$ cat src/rtl/bitty_loader_pkg.sv
// Shared definitions for the Bitty serial program loader.
// Holds the UART receiver and loader state encodings plus frame constants.
package bitty_loader_pkg;

    // state    | meaning
    // R_IDLE   | line idle, waiting for a synchronized falling edge
    // R_START  | timing to the middle of the start bit
    // R_DATA   | sampling 8 data bits, LSB first
    // R_STOP   | sampling the stop bit
    typedef enum logic [1:0] {
        R_IDLE  = 2'd0,
        R_START = 2'd1,
        R_DATA  = 2'd2,
        R_STOP  = 2'd3
    } rx_state_t;

    // state    | meaning
    // L_COUNT  | waiting for the word-count byte
    // L_HI     | waiting for the high byte of a word
    // L_LO     | waiting for the low byte of a word
    // L_DONE   | one cycle after the final write; raises load_done
    typedef enum logic [1:0] {
        L_COUNT = 2'd0,
        L_HI    = 2'd1,
        L_LO    = 2'd2,
        L_DONE  = 2'd3
    } ld_state_t;

    localparam int WORD_BYTES = 2;
    localparam int MAX_WORDS  = 256;

endpackage

$ cat src/rtl/bitty_prog_loader_if.sv
// Instruction-memory write bus and loader status, shared between the
// loader (master) and the memory/core glue (slave).
//   mem_we     one-cycle write strobe
//   mem_addr   write address, valid with mem_we
//   mem_wdata  write data {hi, lo}, valid with mem_we
//   cpu_hold   core held while a program is loading
//   load_done  one-cycle pulse after the last word is written
//   frame_err  one-cycle pulse on a bad stop bit
interface bitty_prog_loader_if #(
    parameter int ADDR_W = 8,
    parameter int DATA_W = 16
);
    logic              mem_we;
    logic [ADDR_W-1:0] mem_addr;
    logic [DATA_W-1:0] mem_wdata;
    logic              cpu_hold;
    logic              load_done;
    logic              frame_err;

    modport master (
        output mem_we, mem_addr, mem_wdata, cpu_hold, load_done, frame_err
    );

    modport slave (
        input mem_we, mem_addr, mem_wdata, cpu_hold, load_done, frame_err
    );
endinterface

$ cat src/rtl/bitty_uart_rx.sv
// 8N1 UART byte receiver.
//   clk, reset  system clock, async active-high reset
//   rx          serial line, idle high, asynchronous to clk
//   byte_valid  one-cycle pulse when a byte with a good stop bit arrives
//   byte_data   received byte, valid with byte_valid
//   byte_err    one-cycle pulse when the stop bit samples low
//
// state    | meaning
// R_IDLE   | line idle, waiting for a synchronized falling edge
// R_START  | timing to the middle of the start bit
// R_DATA   | sampling 8 data bits, LSB first
// R_STOP   | sampling the stop bit
module bitty_uart_rx
    import bitty_loader_pkg::*;
#(
    parameter int CLKS_PER_BIT = 16
) (
    input  logic       clk,
    input  logic       reset,
    input  logic       rx,
    output logic       byte_valid,
    output logic [7:0] byte_data,
    output logic       byte_err
);

    localparam int CNT_W = $clog2(CLKS_PER_BIT);
    localparam logic [CNT_W-1:0] HALF_TC = CNT_W'(CLKS_PER_BIT/2 - 1);
    localparam logic [CNT_W-1:0] FULL_TC = CNT_W'(CLKS_PER_BIT - 1);
    localparam logic [CNT_W-1:0] CNT_ONE = CNT_W'(1);

    logic             rx_meta_q, rx_sync_q, rx_prev_q;
    rx_state_t        state_q, state_d;
    logic [CNT_W-1:0] baud_q, baud_d;
    logic [2:0]       bit_q, bit_d;
    logic [7:0]       shift_q, shift_d;

    // Synchronizer idles high so reset release never looks like a start bit.
    always_ff @(posedge clk or posedge reset) begin
        if (reset) begin
            rx_meta_q <= 1'b1;
            rx_sync_q <= 1'b1;
            rx_prev_q <= 1'b1;
        end else begin
            rx_meta_q <= rx;
            rx_sync_q <= rx_meta_q;
            rx_prev_q <= rx_sync_q;
        end
    end

    always_ff @(posedge clk or posedge reset) begin
        if (reset) begin
            state_q <= R_IDLE;
            baud_q  <= '0;
            bit_q   <= '0;
            shift_q <= '0;
        end else begin
            state_q <= state_d;
            baud_q  <= baud_d;
            bit_q   <= bit_d;
            shift_q <= shift_d;
        end
    end

    // Baud timer is a down-counter: loaded with the interval to the next
    // sample point, sample taken at terminal count zero.
    always_comb begin
        state_d    = state_q;
        baud_d     = baud_q;
        bit_d      = bit_q;
        shift_d    = shift_q;
        byte_valid = 1'b0;
        byte_err   = 1'b0;
        case (state_q)
            R_IDLE: begin
                if (rx_prev_q && !rx_sync_q) begin
                    state_d = R_START;
                    baud_d  = HALF_TC;
                end
            end
            R_START: begin
                if (baud_q == '0) begin
                    if (rx_sync_q) begin
                        state_d = R_IDLE;
                    end else begin
                        state_d = R_DATA;
                        baud_d  = FULL_TC;
                        bit_d   = 3'd0;
                    end
                end else begin
                    baud_d = baud_q - CNT_ONE;
                end
            end
            R_DATA: begin
                if (baud_q == '0) begin
                    shift_d = {rx_sync_q, shift_q[7:1]};
                    baud_d  = FULL_TC;
                    bit_d   = bit_q + 3'd1;
                    if (bit_q == 3'd7) begin
                        state_d = R_STOP;
                    end
                end else begin
                    baud_d = baud_q - CNT_ONE;
                end
            end
            R_STOP: begin
                if (baud_q == '0) begin
                    // Back to idle at mid-stop so a start bit that follows
                    // immediately is still seen as a falling edge.
                    state_d = R_IDLE;
                    if (rx_sync_q) begin
                        byte_valid = 1'b1;
                    end else begin
                        byte_err = 1'b1;
                    end
                end else begin
                    baud_d = baud_q - CNT_ONE;
                end
            end
            default: state_d = R_IDLE;
        endcase
    end

    assign byte_data = shift_q;

endmodule

$ cat src/rtl/bitty_prog_loader.sv
// Serial program loader for the Bitty instruction memory.
// Byte stream: count (0 means 256), then count big-endian 16-bit words,
// written to consecutive addresses from 0 while the core is held.
//   clk, reset  system clock, async active-high reset
//   rx          UART serial input (8N1)
//   bus         write bus and status (see bitty_prog_loader_if)
//
// state    | meaning
// L_COUNT  | waiting for the word-count byte
// L_HI     | waiting for the high byte of a word
// L_LO     | waiting for the low byte of a word
// L_DONE   | one cycle after the final write; raises load_done
module bitty_prog_loader
    import bitty_loader_pkg::*;
#(
    parameter int CLKS_PER_BIT = 16,
    parameter int ADDR_W       = 8,
    parameter int DATA_W       = 16
) (
    input  logic                clk,
    input  logic                reset,
    input  logic                rx,
    bitty_prog_loader_if.master bus
);

    localparam logic [ADDR_W-1:0] ADDR_ONE = ADDR_W'(1);

    logic       byte_valid;
    logic [7:0] byte_data;
    logic       byte_err;

    bitty_uart_rx #(
        .CLKS_PER_BIT(CLKS_PER_BIT)
    ) u_rx (
        .clk       (clk),
        .reset     (reset),
        .rx        (rx),
        .byte_valid(byte_valid),
        .byte_data (byte_data),
        .byte_err  (byte_err)
    );

    ld_state_t         state_q, state_d;
    logic [8:0]        rem_q, rem_d;
    logic [ADDR_W-1:0] addr_q, addr_d;
    logic [7:0]        hi_q, hi_d;
    logic              we_q, we_d;
    logic [ADDR_W-1:0] waddr_q, waddr_d;
    logic [DATA_W-1:0] wdata_q, wdata_d;
    logic              hold_q, hold_d;
    logic              done_q, done_d;

    always_ff @(posedge clk or posedge reset) begin
        if (reset) begin
            state_q <= L_COUNT;
            rem_q   <= '0;
            addr_q  <= '0;
            hi_q    <= '0;
            we_q    <= 1'b0;
            waddr_q <= '0;
            wdata_q <= '0;
            hold_q  <= 1'b0;
            done_q  <= 1'b0;
        end else begin
            state_q <= state_d;
            rem_q   <= rem_d;
            addr_q  <= addr_d;
            hi_q    <= hi_d;
            we_q    <= we_d;
            waddr_q <= waddr_d;
            wdata_q <= wdata_d;
            hold_q  <= hold_d;
            done_q  <= done_d;
        end
    end

    always_comb begin
        state_d = state_q;
        rem_d   = rem_q;
        addr_d  = addr_q;
        hi_d    = hi_q;
        we_d    = 1'b0;
        waddr_d = waddr_q;
        wdata_d = wdata_q;
        hold_d  = hold_q;
        done_d  = 1'b0;
        if (byte_err) begin
            // Any framing error abandons the load, including a half word.
            state_d = L_COUNT;
            hold_d  = 1'b0;
        end else begin
            case (state_q)
                L_COUNT: begin
                    if (byte_valid) begin
                        rem_d   = (byte_data == 8'd0) ? 9'(MAX_WORDS)
                                                      : {1'b0, byte_data};
                        addr_d  = '0;
                        hold_d  = 1'b1;
                        state_d = L_HI;
                    end
                end
                L_HI: begin
                    if (byte_valid) begin
                        hi_d    = byte_data;
                        state_d = L_LO;
                    end
                end
                L_LO: begin
                    if (byte_valid) begin
                        we_d    = 1'b1;
                        waddr_d = addr_q;
                        wdata_d = DATA_W'({hi_q, byte_data});
                        addr_d  = addr_q + ADDR_ONE;
                        rem_d   = rem_q - 9'd1;
                        state_d = (rem_q == 9'd1) ? L_DONE : L_HI;
                    end
                end
                L_DONE: begin
                    done_d  = 1'b1;
                    hold_d  = 1'b0;
                    state_d = L_COUNT;
                end
                default: state_d = L_COUNT;
            endcase
        end
    end

    assign bus.mem_we    = we_q;
    assign bus.mem_addr  = waddr_q;
    assign bus.mem_wdata = wdata_q;
    assign bus.cpu_hold  = hold_q;
    assign bus.load_done = done_q;
    assign bus.frame_err = byte_err;

endmodule

$ cat src/flat_wrapper.sv
// flat-port wrapper written by rule: the top's interface ports become plain ports
module bitty_prog_loader_flat import bitty_loader_pkg::*;
#(
    parameter int CLKS_PER_BIT = 16,
    parameter int ADDR_W       = 8,
    parameter int DATA_W       = 16
)
  (clk, reset, rx, bus_mem_we, bus_mem_addr, bus_mem_wdata, bus_cpu_hold, bus_load_done, bus_frame_err);
  bitty_prog_loader_if #(.ADDR_W(ADDR_W), .DATA_W(DATA_W)) bus_i ();
  input  logic clk;
  input  logic reset;
  input  logic rx;
  output wire logic [$bits(bus_i.mem_we)-1:0] bus_mem_we;
  output wire logic [$bits(bus_i.mem_addr)-1:0] bus_mem_addr;
  output wire logic [$bits(bus_i.mem_wdata)-1:0] bus_mem_wdata;
  output wire logic [$bits(bus_i.cpu_hold)-1:0] bus_cpu_hold;
  output wire logic [$bits(bus_i.load_done)-1:0] bus_load_done;
  output wire logic [$bits(bus_i.frame_err)-1:0] bus_frame_err;
  assign bus_mem_we = bus_i.mem_we;
  assign bus_mem_addr = bus_i.mem_addr;
  assign bus_mem_wdata = bus_i.mem_wdata;
  assign bus_cpu_hold = bus_i.cpu_hold;
  assign bus_load_done = bus_i.load_done;
  assign bus_frame_err = bus_i.frame_err;
  bitty_prog_loader #(.CLKS_PER_BIT(CLKS_PER_BIT), .ADDR_W(ADDR_W), .DATA_W(DATA_W)) u_core (.clk(clk), .reset(reset), .rx(rx), .bus(bus_i));
endmodule
$ cat config.mk
export PLATFORM = sky130hd
export DESIGN_NAME = bitty_prog_loader_flat
export DESIGN_NICKNAME = d
export VERILOG_FILES = /design/src/rtl/bitty_loader_pkg.sv /design/src/rtl/bitty_prog_loader_if.sv /design/src/rtl/bitty_uart_rx.sv /design/src/rtl/bitty_prog_loader.sv /design/src/flat_wrapper.sv
export SDC_FILE = /design/constraint.sdc
export NUM_CORES = 1
export LEC_CHECK = 0
export BUFFER_PORTS_ARGS = -buffer_cell sky130_fd_sc_hd__buf_4
export CAP_MARGIN = 15
export CELL_PAD_IN_SITES_DETAIL_PLACEMENT = 0
export CELL_PAD_IN_SITES_GLOBAL_PLACEMENT = 1
export CORE_UTILIZATION = 48
export DETAILED_ROUTE_END_ITERATION = 10
export PLACE_DENSITY = 0.79
export SLEW_MARGIN = 20
export SYNTH_ARGS = -nofsm -noshare
export SYNTH_HDL_FRONTEND = slang
export SYNTH_HIERARCHICAL = 1
export SYNTH_SLANG_ARGS = --single-unit
$ cat constraint.sdc
create_clock -name clk -period 3.3 [get_ports clk]
set_input_delay 0.66 -clock clk [delete_from_list [all_inputs] [get_ports clk]]
set_output_delay 0.66 -clock clk [all_outputs]
set_load 0.05 [all_outputs]
==> results of run 1 <==
-- cells by family after synthesis --
| logic type | count (synthesis) | synth area share |
|---|---|---|
| AOI/OAI and AO/OA | 46 | 0.0879 |
| xor gates and xnor gates | 5 | 0.0126 |
| buffers and inverters | 22 | 0.0360 |
| muxes | 45 | 0.158 |
| adders and majority gates | 11 | 0.0396 |
| and+or+nand+nor | 80 | 0.132 |
| DFF | 74 | 0.534 |
-- stage by stage --
stage	util	area (um2)	power (mW)	std cells	hold WS (ns)
after floorplan	-	3470	1.67	283	0.345
after detailed placement	0.545	3760	1.82	402	0.353
final	0.580	4010	2.66	418	0.363
after CTS	0.580	4010	2.68	418	0.365
after global routing	0.580	4010	2.83	418	0.371
after global placement	0.545	3760	1.81	402	0.345
-- worst max-delay path: stages (launching register included) --
cell,delay (ns)
dfrtp_1,0.40
inv_1,0.08
ha_1,0.21
nor3b_2,0.33
nand2_1,0.09
nor2_1,0.47
buf_4,0.31
-- sequential cells by signal (all words and copies together) (netlist names), 2 cells and up, named ones only --
register,cells
u_core/hi_q,8
u_core/u_rx/bit_q,3
u_core/bus.mem_addr,8
u_core/rem_q,9
u_core/u_rx/byte_data,8
u_core/u_rx/baud_q,4
u_core/addr_q,8
u_core/bus.mem_wdata,16
u_core/state_q,2
-- power by group through the flow --
stage               logic, mW  clock network, mW  registers, mW
floorplan               0.555                  0           1.12
global placement        0.660                  0           1.15
detailed placement      0.667                  0           1.15
CTS                     0.670              0.876           1.14
global route            0.761              0.911           1.16
finish                  0.673              0.854           1.14
-- Yosys cell counts, drive strengths merged (2+ instances only) --
cell type / count
dfstp: 3
nand2: 8
nor3b: 4
xor2: 3
o21ai: 14
nor4: 3
or3b: 2
a31oi: 3
mux2: 43
xnor2: 2
inv: 12
clkbuf: 3
ha: 11
nor2b: 3
and3: 3
a2bb2oi: 6
dfrtp: 71
buf: 7
nand3: 9
and2: 2
a21oi: 12
o211ai: 2
nand2b: 4
nand4: 7
nor3: 6
mux2i: 2
a22o: 2
o21a: 3
nor2: 25
-- per-layer routing --
layer / vias to the layer above / wire, um / part of all wire / GRT usage
li1: 1079 / - / - / -
met1: 1158 / 3290 / 0.51 / 0.283
met2: 43 / 2810 / 0.44 / 0.263
met3: 6 / 247 / 0.039 / 0.0502
met4: 0 / 64 / 0.010 / 0.0742
met5: - / 0 / 0 / 0
-- how the worst min path moves through the flow --
stage | from | endpoint | cells after the start
6_report | u_core/u_rx/rx_meta_q | u_core/u_rx/rx_sync_q | 0
3_5_place_dp | u_core/u_rx/rx_meta_q | u_core/u_rx/rx_sync_q | 0
5_1_grt | u_core/u_rx/rx_meta_q | u_core/u_rx/rx_sync_q | 0
2_1_floorplan | u_core/u_rx/rx_meta_q | u_core/u_rx/rx_sync_q | 0
3_3_place_gp | u_core/u_rx/rx_meta_q | u_core/u_rx/rx_sync_q | 0
4_1_cts | u_core/u_rx/rx_meta_q | u_core/u_rx/rx_sync_q | 0
-- layout by cell type, fill, tap and decap left out, types with 5 or more instances in the layout --
master	synthesis	routed
dfrtp_1	71	71
nor2_1	24	24
o21ai_0	11	11
clkbuf_8	0	10
buf_4	1	33
mux2_4	12	12
mux2_1	8	8
nor3_1	6	6
nand3_1	9	9
a2bb2oi_1	5	5
inv_1	12	11
nand4_1	7	7
mux2_2	23	23
nand2_1	8	8
a21oi_1	11	11
ha_1	11	11
-- layout make-up --
| class | instances | share of cell area |
|---|---|---|
| Clock buffer | 12 | 0.0362 |
| Inverter | 12 | 0.0112 |
| Timing Repair Buffer | 33 | 0.0618 |
| Sequential cell | 74 | 0.463 |
| Tap cell | 96 | 0.0300 |
| Clock inverter | 4 | 0.0247 |
| Multi-Input combinational cell | 187 | 0.373 |
==> flow_metrics.py, run 1 <==
metrics = {
    "detailed_routing": {
        "antenna_left": 0,
        "dr.pass1.iters": 4,
        "wl_um": 6410,
        "drc": 0,
        "drt_iter0_drc": 204,
        "vias_per_cell": 5.47,
        "wl_per_cell_um": 15.3,
        "num_vias": 2286,
    },
    "critical_path": {
        "r2r_end": "u_core/bus.mem_wdata[9]",
        "r2r_slack_ns": 0.53,
        "worstPathArrival_ns": 2.23,
        "crit_required_ns": 2.64,
        "end_kind": "primary output",
        "r2r-start": "u_core/u_rx/baud_q[0]",
        "crit_type": "reg2out",
        "reg2reg_depth": 7,
        "crit_end": "bus_frame_err",
        "crit_path_start": "u_core/u_rx/baud_q[0]",
        "worstSetupStartpointType": "flip-flop",
        "cp_max_fo": 8,
    },
    "outcome": {
        "status": "finished clean",
    },
    "clock_tree": {
        "cts_setup_buffers": 0,
        "clk_path_buf_depth": 2,
        "clock-root-buffer": "clkbuf_8",
        "cts_made_buffers": 9,
        "cts_tree": "done",
        "worstSkewPairLatency_ns": 0.34,
        "cts_sinks": 74,
        "ctsHtreeMaxLevel": 3,
        "cts_resized": 0,
        "worst_setup_hold_path_clk_slew_ns": 0.08,
        "postCtsHoldBufs": 0,
    },
    "floorplan": {
        "dieArea_mm2": 0.00758,
        "ioPinCount": 31,
        "die_h_um": 87.1,
        "core_mm2": 0.00691,
        "die_x_um": 87.1,
        "num_rows": 30,
        "start_util": 0.503,
    },
    "sta": {
        "hold_violations": 0,
        "drv_slew": 0,
        "slew_headroom": 0.486,
        "setup-tns-final_ns": 0,
        "rsz0062_at_grt": "false",
        "fmaxAchievable_mhz": 346,
        "fin_crit_ns": 2.89,
        "fin_crit_sh": 0.877,
        "setup_slack_ns": 0.407,
        "finClkSkew_ns": 0.00768,
        "finalSetupViolCount": 0,
        "worst_pin_slew_ns": 0.770,
    },
    "synthesis": {
        "netlist_top_cells_area": "dfrtp_1 51%, mux2_2 7.5%, mux2_4 5.2%",
        "ys_types": 51,
        "syn_inst": 283,
        "synth_top_area_frac": 0.511,
        "yosys.area.top_type": "dfrtp_1",
        "seq_area_frac_synth": 0.534,
        "ys_async_sr_fraction": 1.00,
        "synth.avg_cell_area_um2": 12.3,
        "ys_warn_count": 6,
        "synthesis.area_mm2": 0.00347,
        "synthFlopType": "dfrtp_1",
        "ys_seq_elements": 74,
        "mappedNetlistNets": 297,
        "synth_edf_count": 0,
    },
    "grt": {
        "antenna_found_initial": 0,
        "grt_overflow": 0,
        "grt_max_degree": 30,
        "grt_pass1_wl_um": 10900,
        "grt.total_usage": 0.190,
        "grt_pass1_vias": 2233,
    },
    "cells_and_area": {
        "fillers": 622,
        "fin_nets": 331,
        "syn_to_final_growth_pct": 15.3,
        "multi_input_area_mm2": 0.00149,
        "n_antenna_cell": 0,
        "drive_gt1_frac": 0.295,
        "regArea_mm2": 0.00186,
    },
    "power": {
        "switchingPower_mw": 0.842,
        "p_sw_frac": 0.316,
        "p_clk_frac": 0.321,
        "intPower_mw": 1.82,
        "peakVddDrop_uv": 291,
        "p_seq_frac": 0.426,
        "power_density_mw_per_mm2": 664,
        "leakage_nw": 1.98,
        "comb_power_share": 0.253,
    },
    "place": {
        "place.gp.congestion": 0.765,
        "place_ws_ns": 0.543,
        "port_buffers": 30,
        "post-dp-hpwl_um": 4380,
    },
    "run": {
        "maxCapViolCount": 0,
    },
    "min_path": {
        "hold_class": "reg2reg",
    },
}
(Power assumes the default switching activity.)
==> run 2: changes to the inputs <==
- CORE_ASPECT_RATIO: not set -> 2
==> run 2 against run 1 <==
Final cell count down 0.96%. First-iteration DRC count is 27% lower. Power rose by 1.1%. Register-to-register slack barely moved. Clock power rose by 2.6%. Wire length grew 9.5%. Flip-flop and latch count stayed put. Global-route usage rose by 1.6 points. Non-clock buffer count grew 3. Via count up 1.3%. Clock skew decreased by 0.0021 ns. Core utilization rose by 0.28 points. Highest routed layer unchanged.
==> flow_metrics.py, run 2 (synthesized netlist as in run 1, its figures left out) <==
metrics = {
    "power": {
        "p_sw_frac": 0.331,
        "power_density_mw_per_mm2": 665,
        "leakage_nw": 2.00,
        "switchingPower_mw": 0.890,
        "intPower_mw": 1.80,
        "peakVddDrop_uv": 401,
        "comb_power_share": 0.250,
        "p_seq_frac": 0.424,
        "p_clk_frac": 0.325,
    },
    "cells_and_area": {
        "n_antenna_cell": 0,
        "syn_to_final_growth_pct": 16.4,
        "final_common_cell": "dfrtp_1",
        "drive_gt1_frac": 0.306,
        "fillers": 598,
        "final_cell_mix": "71 x dfrtp_1, 36 x buf_4, 24 x nor2_1, 23 x mux2_2, 12 x mux2_4",
        "fin_nets": 334,
        "stdcell_area_mm2": 0.00405,
        "largest_reg_flops": 16,
    },
    "place": {
        "port_buffers": 30,
        "place.gp.congestion": 0.817,
        "post-dp-hpwl_um": 5040,
        "dpl_cell_area_mm2": 0.00378,
    },
    "critical_path": {
        "crit_path_start": "u_core/u_rx/baud_q[0]",
        "crit_slowest_cell": "nor2_8",
        "crit_type": "reg2reg",
        "worstSetupStartpointType": "flip-flop",
        "end_kind": "flip-flop",
        "critPathBufInv": 1,
        "worstPathArrival_ns": 2.98,
        "max_stage_delay_ns": 0.47,
        "crit_required_ns": 3.52,
        "crit_family": "simple AND/OR/NAND/NOR gates",
        "worstPathCellList": "inv_1 -> ha_1 -> nor3b_2 -> and3_1 -> or3b_1 -> nor2_8 -> mux2_2",
        "cp_max_fo": 26,
        "r2r-start": "u_core/u_rx/baud_q[0]",
    },
    "sta": {
        "drv_slew": 0,
        "finClkSkew_ns": 0.00556,
        "setup-tns-final_ns": 0,
        "fmaxAchievable_mhz": 362,
        "worst_pin_slew_ns": 0.815,
        "slew_headroom": 0.456,
        "finalSetupViolCount": 0,
        "rsz0062_at_grt": "false",
        "hold_violations": 0,
        "fin_crit_sh": 0.837,
        "fin_crit_ns": 2.76,
    },
    "clock_tree": {
        "cts_made_buffers": 9,
        "clock-root-buffer": "clkbuf_16",
        "clk_path_buf_depth": 2,
        "worstSkewPairLatency_ns": 0.33,
        "cts_resized": 0,
        "cts_sinks": 74,
        "cts_setup_buffers": 0,
        "worst_setup_hold_path_clk_slew_ns": 0.06,
        "cts_tree": "done",
        "ctsHtreeMaxLevel": 3,
        "postCtsHoldBufs": 0,
    },
    "grt": {
        "grt_max_degree": 27,
        "antenna_found_initial": 0,
        "grt_pass1_wl_um": 11800,
        "grt_pass1_vias": 2449,
        "grt.total_usage": 0.206,
        "grt_overflow": 0,
    },
    "floorplan": {
        "die_x_um": 62.2,
        "core_mm2": 0.00694,
        "ioPinCount": 31,
        "start_util": 0.501,
        "num_rows": 43,
        "dieArea_mm2": 0.00760,
        "die_h_um": 122,
    },
    "outcome": {
        "status": "finished clean",
    },
    "detailed_routing": {
        "wl_um": 7020,
        "vias_per_cell": 5.59,
        "antenna_left": 0,
        "dr.pass1.iters": 4,
        "num_vias": 2316,
        "wl_per_cell_um": 17.0,
        "drt_iter0_drc": 149,
        "drc": 0,
    },
    "run": {
        "maxCapViolCount": 0,
    },
    "min_path": {
        "hold_class": "in2async",
    },
}
run 2: cell type report:
| cell class | instances | area [um2] | area share |
|---|---|---|---|
| inverter | 12 | 45.0 | 0.0111 |
| clock inverter | 6 | 42.5 | 0.0105 |
| tap | 90 | 113 | 0.0278 |
| sequential | 74 | 1860 | 0.459 |
| clock buffer | 9 | 225 | 0.0557 |
| multi-input combinational | 187 | 1490 | 0.369 |
| timing repair buffer | 36 | 270 | 0.0668 |
run 2: per-layer routing:
layer  track usage  routed length (um)
met1         0.197                2520
met2         0.402                4090
met3        0.0297                 155
met4         0.135                 261
met5             0                   0
run 2: path summary, 6_finish.rpt:
check	end	slack, ns	depth (start not counted)
max	u_core/bus.mem_wdata[8]	0.54	7
min	u_core/hi_q[1]	0.34	2
max reg2reg	u_core/bus.mem_wdata[8]	0.54	7
min reg2reg	u_core/u_rx/rx_sync_q	0.36	0
max in group asynchronous	u_core/bus.mem_addr[0]	2.32	3
min in group clk	u_core/u_rx/rx_sync_q	0.36	0
run 2: power by group through the flow:
stage | registers [mW] | clock network (mW) | logic, mW
final | 1.14 | 0.876 | 0.674
after floorplan | 1.12 | 0 | 0.555
after global placement | 1.15 | 0 | 0.667
after detailed placement | 1.16 | 0 | 0.684
after CTS | 1.14 | 0.898 | 0.685
after global routing | 1.16 | 0.939 | 0.774
run 2: metrics by stage:
step           setup slack, ns  hold slack (ns)  cells   util  power, mW
3_3_place_gp             0.606            0.346    399  0.544       1.82
4_1_cts                  0.512            0.353    414  0.583       2.73
5_1_grt                  0.350            0.363    414  0.583       2.87
2_1_floorplan            0.455            0.345    283      -       1.67
3_5_place_dp             0.536            0.350    399  0.544       1.84
6_report                 0.537            0.339    414  0.583       2.69
